===== src/rtl/result_bcd_conv_if.sv =====
// rtl/result_bcd_conv_if.sv - result/BCD handshake bundle between ALU side and display side
interface result_bcd_conv_if;
  logic        in_valid;
  logic [31:0] in_result;
  logic        in_is_division;
  logic        busy;
  logic        out_valid;
  logic [39:0] out_bcd;
  logic [9:0]  out_blank;
  logic        out_dp;
  logic [3:0]  out_ndigits;

  modport master (
    output in_valid, in_result, in_is_division,
    input  busy, out_valid, out_bcd, out_blank, out_dp, out_ndigits
  );

  modport slave (
    input  in_valid, in_result, in_is_division,
    output busy, out_valid, out_bcd, out_blank, out_dp, out_ndigits
  );
endinterface


===== src/rtl/result_bcd_conv.sv =====
// rtl/result_bcd_conv.sv - sequential double-dabble binary to 10-digit BCD with leading-zero blanking
module result_bcd_conv (
  input  logic             clk,
  input  logic             rst,
  result_bcd_conv_if.slave bus
);

  typedef enum logic [1:0] {IDLE, SHIFT, FINISH} state_t;

  state_t      state_q;
  logic [31:0] bin_q;
  logic [39:0] acc_q;
  logic [5:0]  cnt_q;
  logic        dp_cap_q;

  logic        busy_q;
  logic        out_valid_q;
  logic [39:0] bcd_q;
  logic [9:0]  blank_q;
  logic        dp_q;
  logic [3:0]  ndig_q;

  logic [39:0] adj_d;
  logic [71:0] shift_d;
  logic [3:0]  hi_d;
  logic [9:0]  blank_d;
  logic [3:0]  nblank_d;
  logic [3:0]  ndig_d;

  // Add-3 correction on every digit >= 5, then shift {acc, bin} left by one.
  always_comb begin
    adj_d = '0;
    for (int i = 0; i < 10; i++) begin
      if (acc_q[4*i +: 4] >= 4'd5) adj_d[4*i +: 4] = acc_q[4*i +: 4] + 4'd3;
      else                         adj_d[4*i +: 4] = acc_q[4*i +: 4];
    end
    shift_d = {adj_d, bin_q} << 1;
  end

  // Blank every digit above the highest nonzero one; keep "0.x" visible for division results.
  always_comb begin
    hi_d     = 4'd0;
    blank_d  = '0;
    nblank_d = 4'd0;
    for (int i = 0; i < 10; i++) begin
      if (acc_q[4*i +: 4] != 4'd0) hi_d = 4'(i);
    end
    for (int i = 0; i < 10; i++) begin
      blank_d[i] = (4'(i) > hi_d);
    end
    if (dp_cap_q) blank_d[1] = 1'b0;
    for (int i = 0; i < 10; i++) begin
      nblank_d = nblank_d + {3'd0, blank_d[i]};
    end
    ndig_d = 4'd10 - nblank_d;
  end

  // Conversion FSM with registered outputs; reset aborts any conversion in flight.
  always_ff @(posedge clk) begin
    if (rst) begin
      state_q     <= IDLE;
      bin_q       <= '0;
      acc_q       <= '0;
      cnt_q       <= '0;
      dp_cap_q    <= 1'b0;
      busy_q      <= 1'b0;
      out_valid_q <= 1'b0;
      bcd_q       <= '0;
      blank_q     <= 10'h3FE;
      dp_q        <= 1'b0;
      ndig_q      <= 4'd1;
    end else begin
      out_valid_q <= 1'b0;
      case (state_q)
        IDLE: begin
          if (bus.in_valid) begin
            bin_q    <= bus.in_result;
            dp_cap_q <= bus.in_is_division;
            acc_q    <= '0;
            cnt_q    <= 6'd32;
            busy_q   <= 1'b1;
            state_q  <= SHIFT;
          end
        end
        SHIFT: begin
          acc_q <= shift_d[71:32];
          bin_q <= shift_d[31:0];
          cnt_q <= cnt_q - 6'd1;
          if (cnt_q == 6'd1) state_q <= FINISH;
        end
        FINISH: begin
          bcd_q       <= acc_q;
          blank_q     <= blank_d;
          dp_q        <= dp_cap_q;
          ndig_q      <= ndig_d;
          out_valid_q <= 1'b1;
          busy_q      <= 1'b0;
          state_q     <= IDLE;
        end
        default: state_q <= IDLE;
      endcase
    end
  end

  assign bus.busy        = busy_q;
  assign bus.out_valid   = out_valid_q;
  assign bus.out_bcd     = bcd_q;
  assign bus.out_blank   = blank_q;
  assign bus.out_dp      = dp_q;
  assign bus.out_ndigits = ndig_q;

endmodule

===== src/flat_wrapper.sv =====
// flat-port wrapper written by rule: the top's interface ports become plain ports
module result_bcd_conv_flat 
  (clk, rst, bus_in_valid, bus_in_result, bus_in_is_division, bus_busy, bus_out_valid, bus_out_bcd, bus_out_blank, bus_out_dp, bus_out_ndigits);
  result_bcd_conv_if bus_i ();
  input  logic clk;
  input  logic rst;
  input wire logic [$bits(bus_i.in_valid)-1:0] bus_in_valid;
  input wire logic [$bits(bus_i.in_result)-1:0] bus_in_result;
  input wire logic [$bits(bus_i.in_is_division)-1:0] bus_in_is_division;
  output wire logic [$bits(bus_i.busy)-1:0] bus_busy;
  output wire logic [$bits(bus_i.out_valid)-1:0] bus_out_valid;
  output wire logic [$bits(bus_i.out_bcd)-1:0] bus_out_bcd;
  output wire logic [$bits(bus_i.out_blank)-1:0] bus_out_blank;
  output wire logic [$bits(bus_i.out_dp)-1:0] bus_out_dp;
  output wire logic [$bits(bus_i.out_ndigits)-1:0] bus_out_ndigits;
  assign bus_i.in_valid = bus_in_valid;
  assign bus_i.in_result = bus_in_result;
  assign bus_i.in_is_division = bus_in_is_division;
  assign bus_busy = bus_i.busy;
  assign bus_out_valid = bus_i.out_valid;
  assign bus_out_bcd = bus_i.out_bcd;
  assign bus_out_blank = bus_i.out_blank;
  assign bus_out_dp = bus_i.out_dp;
  assign bus_out_ndigits = bus_i.out_ndigits;
  result_bcd_conv u_core (.clk(clk), .rst(rst), .bus(bus_i));
endmodule

===== config.mk =====
export PLATFORM = sky130hd
export DESIGN_NAME = result_bcd_conv_flat
export DESIGN_NICKNAME = d
export VERILOG_FILES = /design/src/rtl/result_bcd_conv_if.sv /design/src/rtl/result_bcd_conv.sv /design/src/flat_wrapper.sv
export SDC_FILE = /design/constraint.sdc
export NUM_CORES = 1
export LEC_CHECK = 0
export CORE_UTILIZATION = 54
export DETAILED_ROUTE_END_ITERATION = 8
export PLACE_DENSITY = 0.91
export SLEW_MARGIN = 20
export SYNTH_ARGS = -nofsm -noshare
export SYNTH_HDL_FRONTEND = slang
export SYNTH_SLANG_ARGS = --single-unit

===== constraint.sdc =====
create_clock -name clk -period 5.1 [get_ports clk]
set_input_delay 1.02 -clock clk [delete_from_list [all_inputs] [get_ports clk]]
set_output_delay 1.02 -clock clk [all_outputs]
set_load 0.005 [all_outputs]

## Yosys cells after proc, flatten, opt, wreduce, memory -nomap -nowiden

Cells that the tools add are included.

- Output and inout port bits: 57
- Input port bits: 36
- Register bits: 138
- Logic and storage cells: 105

- Equal/unequal tests: 5
- Add/subtract/negate cells: 21
- Muxes and demuxes: 32
- Reductions and logical operators: 16
- Order comparisons: 20

Operator list:

| kind | number |
|---|---|
| $pmux W40 S2 | 1 |
| $pmux W32 S2 | 1 |
| $mux W4 | 11 |
| $ge A4 B3 Y1 const B | 10 |
| $mux W40 | 1 |
| $add A4 B2 Y4 const B | 9 |
| $reduce_bool A4 Y1 | 9 |
| $add A4 B1 Y4 | 8 |
| $mux W32 | 1 |
| $gt A3 B4 Y1 const A | 4 |
| $mux W3 | 5 |
| $pmux W6 S2 | 1 |
| $gt A1 B4 Y1 const A | 2 |
| $gt A2 B4 Y1 const A | 2 |
| $gt A4 B4 Y1 const A | 2 |
| $mux W2 | 4 |
| $reduce_and A2 Y1 | 4 |
| $eq A6 B1 Y1 const B | 1 |
| $mux W6 | 1 |
| $sub A6 B1 Y6 const B | 1 |
| $mux W1 | 4 |
| $pmux W2 S2 | 1 |
| $reduce_bool A2 Y1 | 2 |
| $sub A4 B4 Y4 const A | 1 |
| 8 further kinds | 8 |

## Logic depth before layout (Yosys ltp)

- Word-level depth: 22
- Mapped depth: 17
- Gate-level depth less buffers: 17

## Worst setup path after synthesis

No wires, ideal clock.

- Path type: flip-flop to flip-flop
- Start point: reg u_core.acc_q[28]
- End point: reg u_core.ndig_q[3] (netlist: u_core.bus.out_ndigits[3])
- Required time: 5,014 ps
- Cell stages (with the launch flop): 16
- Path slack: 1,300 ps
- Path buffers: 0
- Arrival: 3,714 ps
- Clock period less this slack: 3,800 ps
- Setup time: 86 ps
- Cells stage by stage: dfxtp_1 -> inv_1 -> ha_1 -> or3b_4 -> nor4_4 -> nand3_2 -> or3_4 -> ha_1 -> nor2_1 -> ha_1 -> fa_1 -> fa_1 -> inv_1 -> ha_1 -> xnor2_1 -> a211oi_1

- Elaborated cells on any way between the ends: 25
- Classes of those cells: 10 x add/sub; 10 x order compare; 4 x mux; 1 x reduce/logical

RTL lines:

| element | RTL line | RTL |
|---|---|---|
| start, declared | result_bcd_conv.sv:12 | `logic [39:0] acc_q;` |
| start signal, assigned | result_bcd_conv.sv:86 | `acc_q <= shift_d[71:32];` |
| $reduce_bool A4 Y1 | result_bcd_conv.sv:46 | `if (acc_q[4*i +: 4] != 4'd0) hi_d = 4'(i);` |
| $mux W3 | result_bcd_conv.sv:46 |  |
| $mux W4 (2 in series) | result_bcd_conv.sv:46 |  |
| $gt A3 B4 Y1 | result_bcd_conv.sv:49 | `blank_d[i] = (4'(i) > hi_d);` |
| named net u_core.blank_d[6] | result_bcd_conv.sv:26 | `logic [9:0] blank_d;` |
| $add A4 B1 Y4 (4 in series) | result_bcd_conv.sv:53 | `nblank_d = nblank_d + {3'd0, blank_d[i]};` |
| $sub A4 B4 Y4 | result_bcd_conv.sv:55 | `ndig_d = 4'd10 - nblank_d;` |
| end signal, assigned | result_bcd_conv.sv:95 | `ndig_q <= ndig_d;` |
| end, declared | result_bcd_conv.sv:21 | `logic [3:0] ndig_q;` |

The timed path passes the listed nets, and every way through them passes these cells.
A chain may end at the register's enable or synchronous reset.

## Worst setup path in the final report

- Start point: reg u_core.acc_q[37]
- End point: reg u_core.ndig_q[3] (netlist: u_core.bus.out_ndigits[3])

- Elaborated cells on any way between the ends: 23
- Classes of those cells: 10 x add/sub; 10 x order compare; 2 x mux; 1 x reduce/logical

RTL lines:

| element | RTL line |
|---|---|
| $reduce_bool A4 Y1 | result_bcd_conv.sv:46 |
| $mux W4 | result_bcd_conv.sv:46 |
| $gt A3 B4 Y1 | result_bcd_conv.sv:49 |
| named net u_core.blank_d[6] | result_bcd_conv.sv:26 |
| $add A4 B1 Y4 (4 in series) | result_bcd_conv.sv:53 |
| $sub A4 B4 Y4 | result_bcd_conv.sv:55 |

The timed path passes the listed nets, and every way through them passes these cells.

==> summary.md <==
| Metric | Value |
|---|---|
| Status | completed |
| Syn avg cell area | 8.06 um^2 |
| PortBufs | between 90 and 100 |
| CP Buf/Inv Count | 2 |
| Highest net fanout along the worst path | 5 |
| Via count | roughly 5600 |
| Achievable Freq | 0.243 GHz |
| Synthesis-to-layout area growth | 23.3% |
| Die width | 109 um |
| Number of global-route vias before repair | between 5000 and 6000 |
| DRT antenna net count | 0 |
| Max VDD drop | around 0.31 mV |
| Critical path endpoint category | flip-flop |
| H-tree depth | 4 |
| Worst Clk Skew | 0.00779 ns |
| Post-synthesis xor/xnor area fraction | under 10% |
| Post-CTS Hold Fix Bufs | 0 |
| Post-synthesis mux area share | less than 1% |
| Synth Area in Compound Gates | 19.7% |
| Worst path top cell family by delay | adder cells |
| Worst-path clk slew | 0.06 ns |
| Final worst slack | 0.982 ns |
| IO Count | 93 |
| Yosys reg bits | 137 |
| Top-area cell type share of the netlist area | 44.0% |
| Global-route wire length before repair | 23500 um |
| Total GRT Usage | 25.1% |
| Synth area leader | dfxtp_1 |
| DIE AREA | roughly 12000 um^2 |
| Final #Nets | 905 |
| Layout cells sized above 1 | 5.56% |
| Chip height | 109 um |
| Pre-CTS setup slack | between 1 and 1.5 ns |
| DRC | 0 |
| Total Wirelength | 14400 um |
| Tcrit/Tclk final | roughly 81% |
| Insertion delay to the later sink of the worst-skew pair | between 0.4 and 0.5 ns |
| Tightest Hold Check Type | reg2reg |
| Post-synthesis cell area | 6240 um^2 |
| Largest net degree at the start of global routing | between 90 and 100 |
| Syn nets | 843 |
| CP max stage delay | 0.47 ns |
| TritonCTS clock tree | yes |
| Num Clock Sinks | around 140 |
| CP required | 5.41 ns |
| Clock buffer depth | 2 |
| Initial antenna violation count | 0 |
| Max-slew violation count | 0 |
| PostCTS Resize Cnt | 0 |
| Synth Flop Type | dfxtp_1 |
| Setup violators final | 0 |
| Unique cell type count in the Yosys netlist | 44 |
| Worst-Margin Slew | ~1.1 ns |
| Unrepaired setup endpoints after global routing | no |
| Largest family of logic cells by synthesized area | simple AND/OR/NAND/NOR gates |
| Final Hold Fails | 0 |
| YS warnings | 0 |
| Post-synthesis sequential area ratio | 44.0% |
| CTS root buf | clkbuf_16 |
| Max cap viols | 0 |
| Hold slack | about 0.45 ns |
| Synth Instances | 774 |
| Largest cells by area after synthesis | dfxtp_1 (44%), a21oi_1 (10%), nand2_1 (8.2%), ha_1 (6.0%), a22oi_1 (3.7%) |
| Post-Synth Simple-Gate Area | between 20% and 30% |
| Synth Area in Adders | 6.98% |
| Fillers | 857 |
| Kind of critical path | reg2reg |
| Mean number of vias per cell | 5.69 |
| Power density cells | between 300 and 400 nW/um^2 |
| Site Rows | 38 |
| Minimum clock period | 4.12 ns |
| Total gr overflow | 0 |
| Final Util | between 60% and 70% |
| Post-synth EDFFs | 0 |
| CP Cell Sequence | inv_1, ha_1, or3b_4, nor4_4, nand3_2, or3_4, ha_1, nor2_1, ha_1, fa_1, fa_1, inv_1, ha_1, xnor2_1, a211oi_1 |
| Critical path data arrival time | 4.43 ns |
| Inserted Clock Buffers | 17 |
| Worst slew margin | 28.0% |
| Commonest cells in the synthesized netlist | dfxtp_1 (137), nand2_1 (137), a21oi_1 (128), clkbuf_1 (49), nor2_1 (38) |
| Fraction of registers with async set/reset | 0% |
| DRT Pass-1 Iters | 5 |
| 1st-iter DRT viols | 405 |
| Final TNS setup | 0 ns |
| Initial Util | 56.5% |
| Hpwl dp | 8790 um |
| Slowest-stage cell, CP | fa_1 |
| P_leak | around 2.8 nW |
| Total power draw | 2.36 mW |
| Avg WL per Cell | around 15 um |
| Core area | 11000 um^2 |
| Setup Fix Bufs, Post-CTS | 0 |
| Most frequent CP cell | ha_1 |
| Routability Congestion | ~0.84 |
| CP Launch Type | flip-flop |
| Antenna Diode Count | 0 |
## per-stage QoR
stage / cells / cell area [um^2]
detailed placement: 957 / 7180
global route: 986 / 7690
global placement: 957 / 7180
finish: 986 / 7690
floorplan: 774 / 6240
CTS: 986 / 7690
## area by class of cell
class | count | area (um^2) | share of cell area, %
clock buffers | 25 | 485 | 6.31
clock inverters | 4 | 20.0 | 0.260
inverters | 31 | 116 | 1.51
multi-input cells | 551 | 3190 | 41.5
flip-flops and latches | 137 | 2740 | 35.7
well taps | 140 | 175 | 2.28
repair buffers | 98 | 961 | 12.5
## cells in the final DEF (no fill, tap or decap), drive strengths merged, types with 6 or more instances in the layout
cell / count
inv: 31
nand3: 37
ha: 30
nand2: 137
a31oi: 10
dfxtp: 137
nand2b: 11
nor3: 22
clkdlybuf4s50: 90
or3b: 6
clkbuf: 25
xor2: 8
buf: 8
and2: 10
a21oi: 128
xnor2: 11
nor2: 38
nor3b: 6
o21ai: 30
a22oi: 31
## final timing paths
check | from | cells after the start | to | slack [ns]
hold reg to reg | u_core.bus.out_bcd[19]$_SDFFE_PP0P_ | 2 | u_core.bus.out_bcd[19]$_SDFFE_PP0P_ | 0.45
hold / removal | u_core.bus.out_bcd[19]$_SDFFE_PP0P_ | 2 | u_core.bus.out_bcd[19]$_SDFFE_PP0P_ | 0.45
setup reg to reg | u_core.acc_q[37]$_SDFFE_PP0P_ | 15 | u_core.bus.out_ndigits[3]$_SDFFE_PP0P_ | 0.98
setup / recovery | u_core.acc_q[37]$_SDFFE_PP0P_ | 15 | u_core.bus.out_ndigits[3]$_SDFFE_PP0P_ | 0.98
## registers in the layout (all words and copies together) (netlist names)
name / count
u_core.acc_q: 40
u_core.bus.out_bcd: 40
u_core.bin_q: 32
u_core.bus.out_blank: 9
u_core.cnt_q: 6
u_core.bus.out_ndigits: 4
u_core.state_q: 2
u_core.bus.busy: 1
u_core.bus.out_dp: 1
u_core.bus.out_valid: 1
u_core.dp_cap_q: 1
## power by group
part | internal, mW | total [mW] | switching, mW
Clock | 0.648 | 1.07 | 0.417
Sequential | 1.10 | 1.12 | 0.0197
Combinational | 0.0659 | 0.176 | 0.110
Total | 1.81 | 2.36 | 0.547
## cell families (layout without fill, tap and decap cells)
group | Yosys count | in the layout
mux | 1 | 1
simple gates | 281 | 281
compound gates | 216 | 216
xor+xnor | 19 | 19
buf+inv | 86 | 158
flops | 137 | 137
other cells | 1 | 1
fa+ha+maj | 33 | 33
## worst register-to-register path: stages (launching register included)
cell,delay [ns]
dfxtp_1,0.32
inv_1,0.10
ha_1,0.25
or3b_4,0.45
nor4_4,0.37
nand3_2,0.14
or3_4,0.40
ha_1,0.20
nor2_1,0.13
ha_1,0.26
fa_1,0.47
fa_1,0.42
inv_1,0.07
ha_1,0.15
xnor2_1,0.07
a211oi_1,0.23
## metal layers
layer  wire length, um  GRT usage, %  vias to the layer above  part of all wire, %
met4               160          8.19                        0                  1.1
met5                 0             0                        -                    0
met3               844          7.35                       13                  5.9
li1                  -             -                     2771                    -
met2              7260          43.4                      174                   51
met1              6090          29.6                     2650                   42
No activity file was read; power rests on OpenSTA's default activity.
